File: config.mk
export PLATFORM = sky130hd
export DESIGN_NAME = instr_fetch_stage_flat
export DESIGN_NICKNAME = d
export VERILOG_FILES = /design/src/rtl/fetch_pkg.sv /design/src/rtl/instr_fetch_stage_if.sv /design/src/rtl/if_id_reg.sv /design/src/rtl/instr_fetch_stage.sv /design/src/flat_wrapper.sv
export SDC_FILE = /design/constraint.sdc
export NUM_CORES = 1
export LEC_CHECK = 0
export BUFFER_PORTS_ARGS = -buffer_cell sky130_fd_sc_hd__buf_4
export CAP_MARGIN = 20
export CORE_UTILIZATION = 25
export CTS_CLUSTER_SIZE = 10
export DETAILED_ROUTE_END_ITERATION = 10
export SYNTH_ARGS = -nofsm -noshare
export SYNTH_HDL_FRONTEND = slang
export SYNTH_SLANG_ARGS = --single-unit
File: constraint.sdc
create_clock -name i_clk -period 4.34 [get_ports i_clk]
set_clock_uncertainty 0.2 [all_clocks]
set_input_delay 0.651 -clock i_clk [delete_from_list [all_inputs] [get_ports i_clk]]
set_output_delay 0.651 -clock i_clk [all_outputs]
set_load 0.01 [all_outputs]
File: src/rtl/fetch_pkg.sv
// Shared types and helpers for the instruction-fetch stage: FSM states,
// datapath width, reset PC and word-address arithmetic.
package fetch_pkg;

   localparam int INSTR_W = 32;
   localparam logic [INSTR_W-1:0] RESET_PC_DEFAULT = 32'h0000_0000;

   typedef enum logic [1:0] {
      IDLE,
      REQ,
      HOLD,
      DRAIN
   } fetch_state_e;

   // Instruction addresses are always word aligned; low bits are dropped on use.
   function automatic logic [INSTR_W-1:0] word_align(input logic [INSTR_W-1:0] a);
      return a & {{(INSTR_W-2){1'b1}}, 2'b00};
   endfunction

   // Wraps modulo 2^INSTR_W.
   function automatic logic [INSTR_W-1:0] pc_inc(input logic [INSTR_W-1:0] a);
      return a + INSTR_W'(4);
   endfunction

endpackage

File: src/rtl/instr_fetch_stage_if.sv
// Instruction-memory bus: single outstanding request, held until acknowledged.
interface instr_fetch_stage_if;
   import fetch_pkg::*;

   logic               imem_req;
   logic [INSTR_W-1:0] imem_addr;
   logic               imem_ack;
   logic [INSTR_W-1:0] imem_rdata;

   modport master (
      output imem_req,
      output imem_addr,
      input  imem_ack,
      input  imem_rdata
   );

   modport slave (
      input  imem_req,
      input  imem_addr,
      output imem_ack,
      output imem_rdata
   );

endinterface

File: src/rtl/if_id_reg.sv
// IF/ID pipeline register. Flush clears only the valid bit and beats load;
// with neither asserted every field holds.
module if_id_reg
   import fetch_pkg::*;
(
   input  logic               i_clk,
   input  logic               i_rst,
   input  logic               i_load,
   input  logic               i_flush,
   input  logic [INSTR_W-1:0] i_instr,
   input  logic [INSTR_W-1:0] i_pc,
   output logic               o_valid,
   output logic [INSTR_W-1:0] o_instr,
   output logic [INSTR_W-1:0] o_pc,
   output logic [INSTR_W-1:0] o_pcplus4
);

   logic               valid_q;
   logic [INSTR_W-1:0] instr_q;
   logic [INSTR_W-1:0] pc_q;
   logic [INSTR_W-1:0] pcplus4_q;

   // NOTE: clocked state uses non-blocking assignments so every register samples pre-edge values.
   always_ff @(posedge i_clk or posedge i_rst) begin
      if (i_rst) begin
         valid_q   <= 1'b0;
         instr_q   <= '0;
         pc_q      <= '0;
         pcplus4_q <= '0;
      end else if (i_flush) begin
         valid_q   <= 1'b0;
      end else if (i_load) begin
         valid_q   <= 1'b1;
         instr_q   <= i_instr;
         pc_q      <= i_pc;
         pcplus4_q <= pc_inc(i_pc);
      end
   end

   assign o_valid   = valid_q;
   assign o_instr   = instr_q;
   assign o_pc      = pc_q;
   assign o_pcplus4 = pcplus4_q;

endmodule

File: src/rtl/instr_fetch_stage.sv
// Fetch stage: PC, single-outstanding imem requester, one-entry skid buffer for
// decode stalls, and redirect handling with discard of in-flight responses.
module instr_fetch_stage
   import fetch_pkg::*;
#(
   parameter logic [INSTR_W-1:0] RESET_PC = RESET_PC_DEFAULT
) (
   input  logic                i_clk,
   input  logic                i_rst,
   input  logic                i_stall,
   input  logic                i_redirect,
   input  logic [INSTR_W-1:0]  i_redirect_pc,
   instr_fetch_stage_if.master imem,
   output logic                o_valid,
   output logic [INSTR_W-1:0]  o_instr,
   output logic [INSTR_W-1:0]  o_pc,
   output logic [INSTR_W-1:0]  o_pcplus4
);

   fetch_state_e       state_q, state_d;
   logic [INSTR_W-1:0] pc_q, pc_d;
   logic [INSTR_W-1:0] tgt_q, tgt_d;
   logic [INSTR_W-1:0] skid_instr_q, skid_pc_q;
   logic               skid_we;
   logic               ifid_load, ifid_flush;
   logic [INSTR_W-1:0] ifid_instr, ifid_pc;
   logic [INSTR_W-1:0] redirect_pc;

   assign redirect_pc = word_align(i_redirect_pc);

   always_ff @(posedge i_clk or posedge i_rst) begin
      if (i_rst) begin
         state_q <= IDLE;
         pc_q    <= RESET_PC;
      end else begin
         state_q <= state_d;
         pc_q    <= pc_d;
      end
   end

   // NOTE: skid and saved target are data-only; the FSM never reads them before writing, so no reset.
   always_ff @(posedge i_clk) begin
      tgt_q <= tgt_d;
      if (skid_we) begin
         skid_instr_q <= imem.imem_rdata;
         skid_pc_q    <= pc_q;
      end
   end

   // NOTE: every always_comb output gets a default first, so no path can infer a latch.
   always_comb begin
      state_d    = state_q;
      pc_d       = pc_q;
      tgt_d      = tgt_q;
      skid_we    = 1'b0;
      ifid_load  = 1'b0;
      ifid_flush = 1'b0;
      ifid_instr = imem.imem_rdata;
      ifid_pc    = pc_q;

      case (state_q)
         IDLE: begin
            state_d = REQ;
            if (i_redirect) begin
               pc_d       = redirect_pc;
               ifid_flush = 1'b1;
            end
         end

         REQ: begin
            if (i_redirect) begin
               ifid_flush = 1'b1;
               if (imem.imem_ack) begin
                  pc_d = redirect_pc;
               end else begin
                  tgt_d   = redirect_pc;
                  state_d = DRAIN;
               end
            end else if (imem.imem_ack) begin
               pc_d = pc_inc(pc_q);
               if (i_stall) begin
                  skid_we = 1'b1;
                  state_d = HOLD;
               end else begin
                  ifid_load = 1'b1;
               end
            end else if (!i_stall) begin
               ifid_flush = 1'b1;
            end
         end

         HOLD: begin
            ifid_instr = skid_instr_q;
            ifid_pc    = skid_pc_q;
            if (i_redirect) begin
               pc_d       = redirect_pc;
               ifid_flush = 1'b1;
               state_d    = REQ;
            end else if (!i_stall) begin
               ifid_load = 1'b1;
               state_d   = REQ;
            end
         end

         DRAIN: begin
            // The outstanding request must complete at its old address; its data is dropped.
            ifid_flush = 1'b1;
            if (i_redirect) begin
               tgt_d = redirect_pc;
            end
            if (imem.imem_ack) begin
               pc_d    = i_redirect ? redirect_pc : tgt_q;
               state_d = REQ;
            end
         end

         default: state_d = IDLE;
      endcase
   end

   assign imem.imem_req  = (state_q == REQ) || (state_q == DRAIN);
   assign imem.imem_addr = word_align(pc_q);

   if_id_reg u_if_id_reg (
      .i_clk     (i_clk),
      .i_rst     (i_rst),
      .i_load    (ifid_load),
      .i_flush   (ifid_flush),
      .i_instr   (ifid_instr),
      .i_pc      (ifid_pc),
      .o_valid   (o_valid),
      .o_instr   (o_instr),
      .o_pc      (o_pc),
      .o_pcplus4 (o_pcplus4)
   );

endmodule

File: src/flat_wrapper.sv
// flat-port wrapper written by rule: the top's interface ports become plain ports
module instr_fetch_stage_flat import fetch_pkg::*;
#(
   parameter logic [INSTR_W-1:0] RESET_PC = RESET_PC_DEFAULT
)
  (i_clk, i_rst, i_stall, i_redirect, i_redirect_pc, o_valid, o_instr, o_pc, o_pcplus4, imem_imem_req, imem_imem_addr, imem_imem_ack, imem_imem_rdata);
  instr_fetch_stage_if imem_i ();
  input  logic i_clk;
  input  logic i_rst;
  input  logic i_stall;
  input  logic i_redirect;
  input  logic [INSTR_W-1:0] i_redirect_pc;
  output logic o_valid;
  output logic [INSTR_W-1:0] o_instr;
  output logic [INSTR_W-1:0] o_pc;
  output logic [INSTR_W-1:0] o_pcplus4;
  output wire logic [$bits(imem_i.imem_req)-1:0] imem_imem_req;
  output wire logic [$bits(imem_i.imem_addr)-1:0] imem_imem_addr;
  input wire logic [$bits(imem_i.imem_ack)-1:0] imem_imem_ack;
  input wire logic [$bits(imem_i.imem_rdata)-1:0] imem_imem_rdata;
  assign imem_imem_req = imem_i.imem_req;
  assign imem_imem_addr = imem_i.imem_addr;
  assign imem_i.imem_ack = imem_imem_ack;
  assign imem_i.imem_rdata = imem_imem_rdata;
  instr_fetch_stage #(.RESET_PC(RESET_PC)) u_core (.i_clk(i_clk), .i_rst(i_rst), .i_stall(i_stall), .i_redirect(i_redirect), .i_redirect_pc(i_redirect_pc), .imem(imem_i), .o_valid(o_valid), .o_instr(o_instr), .o_pc(o_pc), .o_pcplus4(o_pcplus4));
endmodule
==> out/metrics.yaml, run 1 <==
outcome: "complete, no violations"
wire_per_inst_um: 17.9
ys_seq_area_share_pct: 54.4
drt-initial-drc-count: 644
whs_endpoint: "u_core.skid_instr_q[28]"
place_inst: 1824
routed-via-count: 8887
nFillCells: 4587
hold_buffers: 0
r2r_end: "u_core.u_if_id_reg.o_pcplus4[31]"
criticalPathCategory: "reg2reg"
layout_commonest_cell: "nand2_1"
grt-ovfl-total: 0
start_util_pct: 25.4
die_y_um: 214
p_int_mw: 6.17
netlist-cell-type-count: 70
worstHoldStart: "imem_imem_rdata[28]"
timing.rr.start: "u_core.state_q[0]"
dr.pass1.iters: 5
combPwrFrac_pct: 40.7
antenna_left: 0
grt_max_degree: 96
design_area_mm2: 0.0140
worst-path-max-fanout: 40
ys.flop_type: "dfrtp_1"
grt_pass1_wl_um: 52400
final_cell_mix: "nand2_1, buf_4, dfrtp_1, o21ai_0, edfxtp_1"
slew_headroom_pct: 38.2
pwr-share-clk_pct: 21.7
cts_root_buf: "clkbuf_16"
clock_path_buffers: 3
numPortBuffers: 194
synth-edff-count: 96
worst_pin_slew_ps: 927
rsz0062_at_grt: "no"
hold-path-cell-count: 1
async_reset_ff_share_pct: 57.3
grt.total_usage_pct: 14.4
drc_errors: 0
multi_input_area_mm2: 0.00452
die_x_um: 214
slew_viol_final: 0
fmax_mhz: 308
power_frac_seq_pct: 37.6
pin_count: 199
core_mm2: 0.0443
grt_pass1_vias: 8456
clkLatencyLatePin_ps: 550
cts_tree: "built"
grt_antenna_before_repair: 0
post-cts-setup-buffers: 0
htreeDepth: 1
power_leakage_nw: 5.83
final_cells: 1876
r2r_setup_slack_ps: 1090
rows: 77
placed_cell_area_mm2: 0.0131
p_switching_mw: 3.96
tns_ps: 0
critPathArrivalTime_ps: 3530
vdd_drop_max_mv: 0.308
fin_crit_sh_pct: 74.9
gp_congestion: 0.869
ys_warn_count: 0
cts.clk_slew.worst_paths_ps: 60
p_sw_share_pct: 39.1
maxCapViolCount: 0
vias_per_cell: 4.74
seqCellArea_mm2: 0.00611
hold-worst-slack_ps: 88.1
cp.required_ps: 4620
finalHoldViolations: 0
die-area_mm2: 0.0458
power.density_mw_per_mm2: 724
syn-instance-count: 1123
hpwl_um: 24200
clock-sinks: 225
finalPower_mw: 10.1
setup_viol: 0
final_nets: 1336
ys_ff_latch: 225
avgSynthCellArea_um2: 10.0
diodes: 0
drive_gt1_share_pct: 21.8
hold_class: "in2reg"
cts_resized: 0
post-route-min-period_ps: 3250
cts_made_buffers: 28
startpoint_type: "register"
end_kind: "register"
area_growth_syn_to_layout_pct: 24.5
r2r_cells: 9
syn_area_mm2: 0.0112
drt_wl_total_um: 33500
==> how the worst max path moves through the flow <==
stage | from | end | slack (ps) | depth (start not counted)
final | u_core.state_q[0] | u_core.u_if_id_reg.o_pcplus4[31] | 1090 | 9
after global routing | u_core.state_q[0] | u_core.u_if_id_reg.o_pcplus4[31] | 870 | 9
after CTS | u_core.state_q[0] | u_core.u_if_id_reg.o_pcplus4[31] | 1050 | 9
after detailed placement | u_core.state_q[0] | u_core.u_if_id_reg.o_pcplus4[31] | 1070 | 9
after global placement | u_core.state_q[0] | u_core.u_if_id_reg.o_pcplus4[31] | 1100 | 9
after floorplan | i_rst | u_core.pc_q[0] | 50 | 1
==> cells in the mapped netlist (3+ instances only) <==
master / instances / area share (%)
nand2_1: 250 / 8.4
dfrtp_1: 129 / 29
o21ai_0: 114 / 5.1
edfxtp_1: 96 / 26
mux2i_1: 56 / 5.0
clkbuf_1: 55 / 1.8
a21oi_1: 42 / 1.9
buf_4: 36 / 2.4
nor2_1: 31 / 1.0
nand3_1: 23 / 1.0
nand4_1: 20 / 1.1
inv_1: 17 / 0.57
o31ai_1: 15 / 1.0
buf_2: 14 / 0.62
and3_1: 12 / 0.67
a221oi_1: 11 / 0.86
mux2_2: 11 / 1.1
nor3_1: 11 / 0.49
xnor2_1: 10 / 0.78
a31oi_1: 9 / 0.50
xor2_1: 9 / 0.70
nor4_1: 8 / 0.45
a21o_1: 7 / 0.47
and2_1: 7 / 0.39
o211ai_1: 7 / 0.47
or3_1: 7 / 0.39
or4_1: 7 / 0.47
a211oi_1: 6 / 0.40
a22o_1: 6 / 0.47
a22oi_1: 6 / 0.40
o22a_1: 6 / 0.47
buf_1: 5 / 0.17
ha_1: 5 / 0.56
a211o_1: 4 / 0.31
a221o_1: 4 / 0.36
a2bb2oi_1: 4 / 0.31
and3b_1: 4 / 0.31
nand2b_1: 4 / 0.22
o22ai_1: 4 / 0.22
a31o_2: 3 / 0.23
a41oi_1: 3 / 0.23
and4_1: 3 / 0.23
o21a_1: 3 / 0.20
o2bb2ai_1: 3 / 0.23
or2_2: 3 / 0.17
==> flip-flops by register name, summed over array words and instances (netlist names) <==
signal / cells
u_core.pc_q: 32
u_core.skid_instr_q: 32
u_core.skid_pc_q: 32
u_core.state_q: 2
u_core.tgt_q: 32
u_core.u_if_id_reg.o_instr: 32
u_core.u_if_id_reg.o_pc: 32
u_core.u_if_id_reg.o_pcplus4: 30
u_core.u_if_id_reg.o_valid: 1
==> layer usage <==
| layer | wire length (um) | GRT usage, % | up-vias |
|---|---|---|---|
| met3 | 2590 | 4.04 | 37 |
| met4 | 593 | 3.57 | 0 |
| met5 | 0 | 0 | - |
| li1 | - | - | 4319 |
| met2 | 14700 | 21.8 | 278 |
| met1 | 15600 | 20.2 | 4253 |
==> critical path, cell delays in order (launching register included) <==
cell and delay [ps]:
dfrtp_1 430, inv_1 140, ha_4 480, buf_4 470
and3_1 260, o22a_1 240, nand4_1 110, buf_4 240
or4_1 500, nand4_1 100
==> stage by stage <==
stage / worst slack (ps) / utilization (%)
3_5_place_dp: 1070 / 29.6
3_3_place_gp: 1100 / 29.6
4_1_cts: 1050 / 31.6
2_1_floorplan: 48.0 / -
6_report: 1090 / 31.6
5_1_grt: 869 / 31.6
==> layout make-up <==
cell class                      instances  share of cell area (%)
Clock inverter                          3                   0.295
Clock buffer                           49                    5.87
Inverter                               17                   0.492
Sequential cell                       225                    43.7
Multi-Input combinational cell        770                    32.3
Tap cell                              592                    5.30
Timing Repair Buffer                  220                    12.1
==> power groups by stage <==
stage	clock, mW	combinational [mW]	sequential (mW)
global placement	0	4.10	3.81
detailed placement	0	4.13	3.86
CTS	2.26	4.15	3.82
floorplan	0	2.54	3.72
global route	2.34	4.54	3.93
finish	2.20	4.12	3.81
==> logic make-up (layout without fill, tap and decap cells) <==
kind of cell	after synthesis	after routing	share of synthesized area (%)
buf+inv	129	289	5.74
flops	225	225	54.4
fa+ha+maj	5	5	0.557
xor+xnor	19	19	1.48
other cells	1	2	0.0334
compound gates	276	276	15.6
simple gates	401	401	16.1
mux	67	67	6.09
(Power assumes the default switching activity.)
==> run 2, diff against run 1 <==
- clock period: 4.34 -> 2.8 ns (I/O delays scaled with it)
==> run 2 against run 1 <==
Against the previous run:
- sequential share of layout area decreased by 3.3 points
- critical path depth shrank 2
- combinational power rose by 74%
- total power is 61% higher
- via count is 5.0% higher
- sequential power is 50% higher
- wire length rose by 2.4%
- non-clock buffer count up 104
- global-route usage up 0.26 points
- clock-buffer cell count shrank 3
==> out/metrics.yaml, run 2 (synthesis gave the netlist of run 1 again) <==
drt_wl_total_um: 34300  # +2.4%
fin_crit_sh_pct: 95.7
nFillCells: 4511  # -1.7%
rows: 77  # unchanged
cts_tree: "built"
power.density_mw_per_mm2: 1080  # +49%
cts_root_buf: "clkbuf_16"
finalHoldViolations: 0  # unchanged
worst_pin_slew_ps: 602  # -325 ps
worst-path-max-fanout: 37  # -7.5%
outcome: "complete, no violations"
hpwl_um: 25300  # +4.8%
maxCapViolCount: 0  # unchanged
numPortBuffers: 194  # unchanged
finalPower_mw: 16.3  # +61%
grt_pass1_vias: 8946  # +5.8%
power_leakage_nw: 6.36  # +9.1%
vdd_drop_max_mv: 0.468  # +52%
slew_viol_final: 0  # unchanged
drt-initial-drc-count: 763  # +18%
grt_pass1_wl_um: 53600  # +2.2%
area_growth_syn_to_layout_pct: 34.5
gp_congestion: 0.887  # +2.1%
drive_gt1_share_pct: 24.1  # +2.3 points
grt-ovfl-total: 0  # unchanged
core_mm2: 0.0443  # unchanged
grt_antenna_before_repair: 0  # unchanged
criticalPathCategory: "reg2out"
critPathArrivalTime_ps: 2060  # -1470 ps
r2r_cells: 9  # unchanged
clock_path_buffers: 3  # unchanged
hold_class: "in2reg"
final_cell_mix: "nand2_1, buf_4, dfrtp_1, o21ai_0, edfxtp_1"
routed-via-count: 9333  # +5.0%
slew_headroom_pct: 59.8  # +22 points
die_y_um: 214  # unchanged
die_x_um: 214  # unchanged
placed_cell_area_mm2: 0.0135  # +3.1%
vias_per_cell: 4.72  # -0.45%
start_util_pct: 25.4  # unchanged
wire_per_inst_um: 17.3  # -3.0%
clock-sinks: 225  # unchanged
final_nets: 1440  # +7.8%
grt_max_degree: 57  # -41%
end_kind: "output pin"
layout_commonest_cell: "nand2_1"
cp.required_ps: 2180  # -2440 ps
cts_made_buffers: 28  # unchanged
design_area_mm2: 0.0151  # +8.1%
drc_errors: 0  # unchanged
cts.clk_slew.worst_paths_ps: 60  # about the same
grt.total_usage_pct: 14.7  # +0.26 points
clkLatencyLatePin_ps: 550  # about the same
fmax_mhz: 373
hold-path-cell-count: 3  # +2
diodes: 0  # unchanged
setup_viol: 0  # unchanged
post-route-min-period_ps: 2680
htreeDepth: 1  # unchanged
startpoint_type: "register"
pin_count: 199  # unchanged
dr.pass1.iters: 5  # unchanged
die-area_mm2: 0.0458  # unchanged
antenna_left: 0  # unchanged
## run 2: what timing repair did
| action | in CTS | in global routing |
|---|---|---|
| setup buffers | 1 | 3 |
| endpoints found under the hold margin | 114 | 0 |
| setup endpoints to repair | 2 | 15 |
| resized for setup | 1 | 14 |
| hold buffers | 64 | 0 |
| pin swaps | 0 | 2 |
## run 2: worst max-delay path, cell delays in order (launching register included)
cell and delay [ps]:
dfrtp_1 450, inv_1 130, ha_4 200, buf_12 170, nor2_2 240, buf_4 150
inv_1 30, buf_4 130
## run 2: per-stage QoR
step / hold slack [ps] / setup slack [ps] / util, % / instances / TNS [ps]
after floorplan: 243 / 114 / - / 1124 / 0
after global placement: 262 / 26.2 / 30.5 / 1860 / 0
after detailed placement: 267 / -13.4 / 30.5 / 1860 / -13.4
after CTS: 34.0 / 6.68 / 33.9 / 1976 / 0
after global routing: 58.2 / -10.2 / 34.1 / 1979 / -10.2
final: 64.2 / 121 / 34.1 / 1979 / 0
## run 2: report_power, final
group / internal (mW) / total, mW / switching (mW)
logic: 3.21 / 7.18 / 3.97
clock network: 2.00 / 3.37 / 1.37
registers: 4.76 / 5.72 / 0.962
total: 9.97 / 16.3 / 6.30
## run 2: final cells by class
cell class	instances	area (um2)	share of cell area, %
sequential	225	6110	40.4
tap	592	741	4.90
inverter	17	67.6	0.447
clock inverter	5	25.0	0.166
clock buffer	46	830	5.49
timing repair buffer	324	2770	18.3
multi-input combinational	770	4570	30.2
## run 2: path summary, 6_finish.rpt
kind,from,to,slack (ps)
worst max register to register,u_core.state_q[0],u_core.u_if_id_reg.o_pcplus4[31],140
worst min-delay path,i_redirect,u_core.u_if_id_reg.o_valid,60
max in group asynchronous,i_rst,u_core.u_if_id_reg.o_pc[21],1420
worst min register to register,u_core.u_if_id_reg.o_pc[22],u_core.u_if_id_reg.o_pc[22],270
min in group asynchronous,i_rst,u_core.u_if_id_reg.o_instr[30],310
worst max-delay path,u_core.state_q[1],imem_imem_req,120
## run 2: layer usage
layer / GRT usage, % / vias to the layer above / wire, um
li1: - / 4517 / -
met1: 20.6 / 4483 / 16100
met2: 22.9 / 286 / 15500
met3: 2.79 / 47 / 2030
met4: 4.05 / 0 / 723
met5: 0 / - / 0
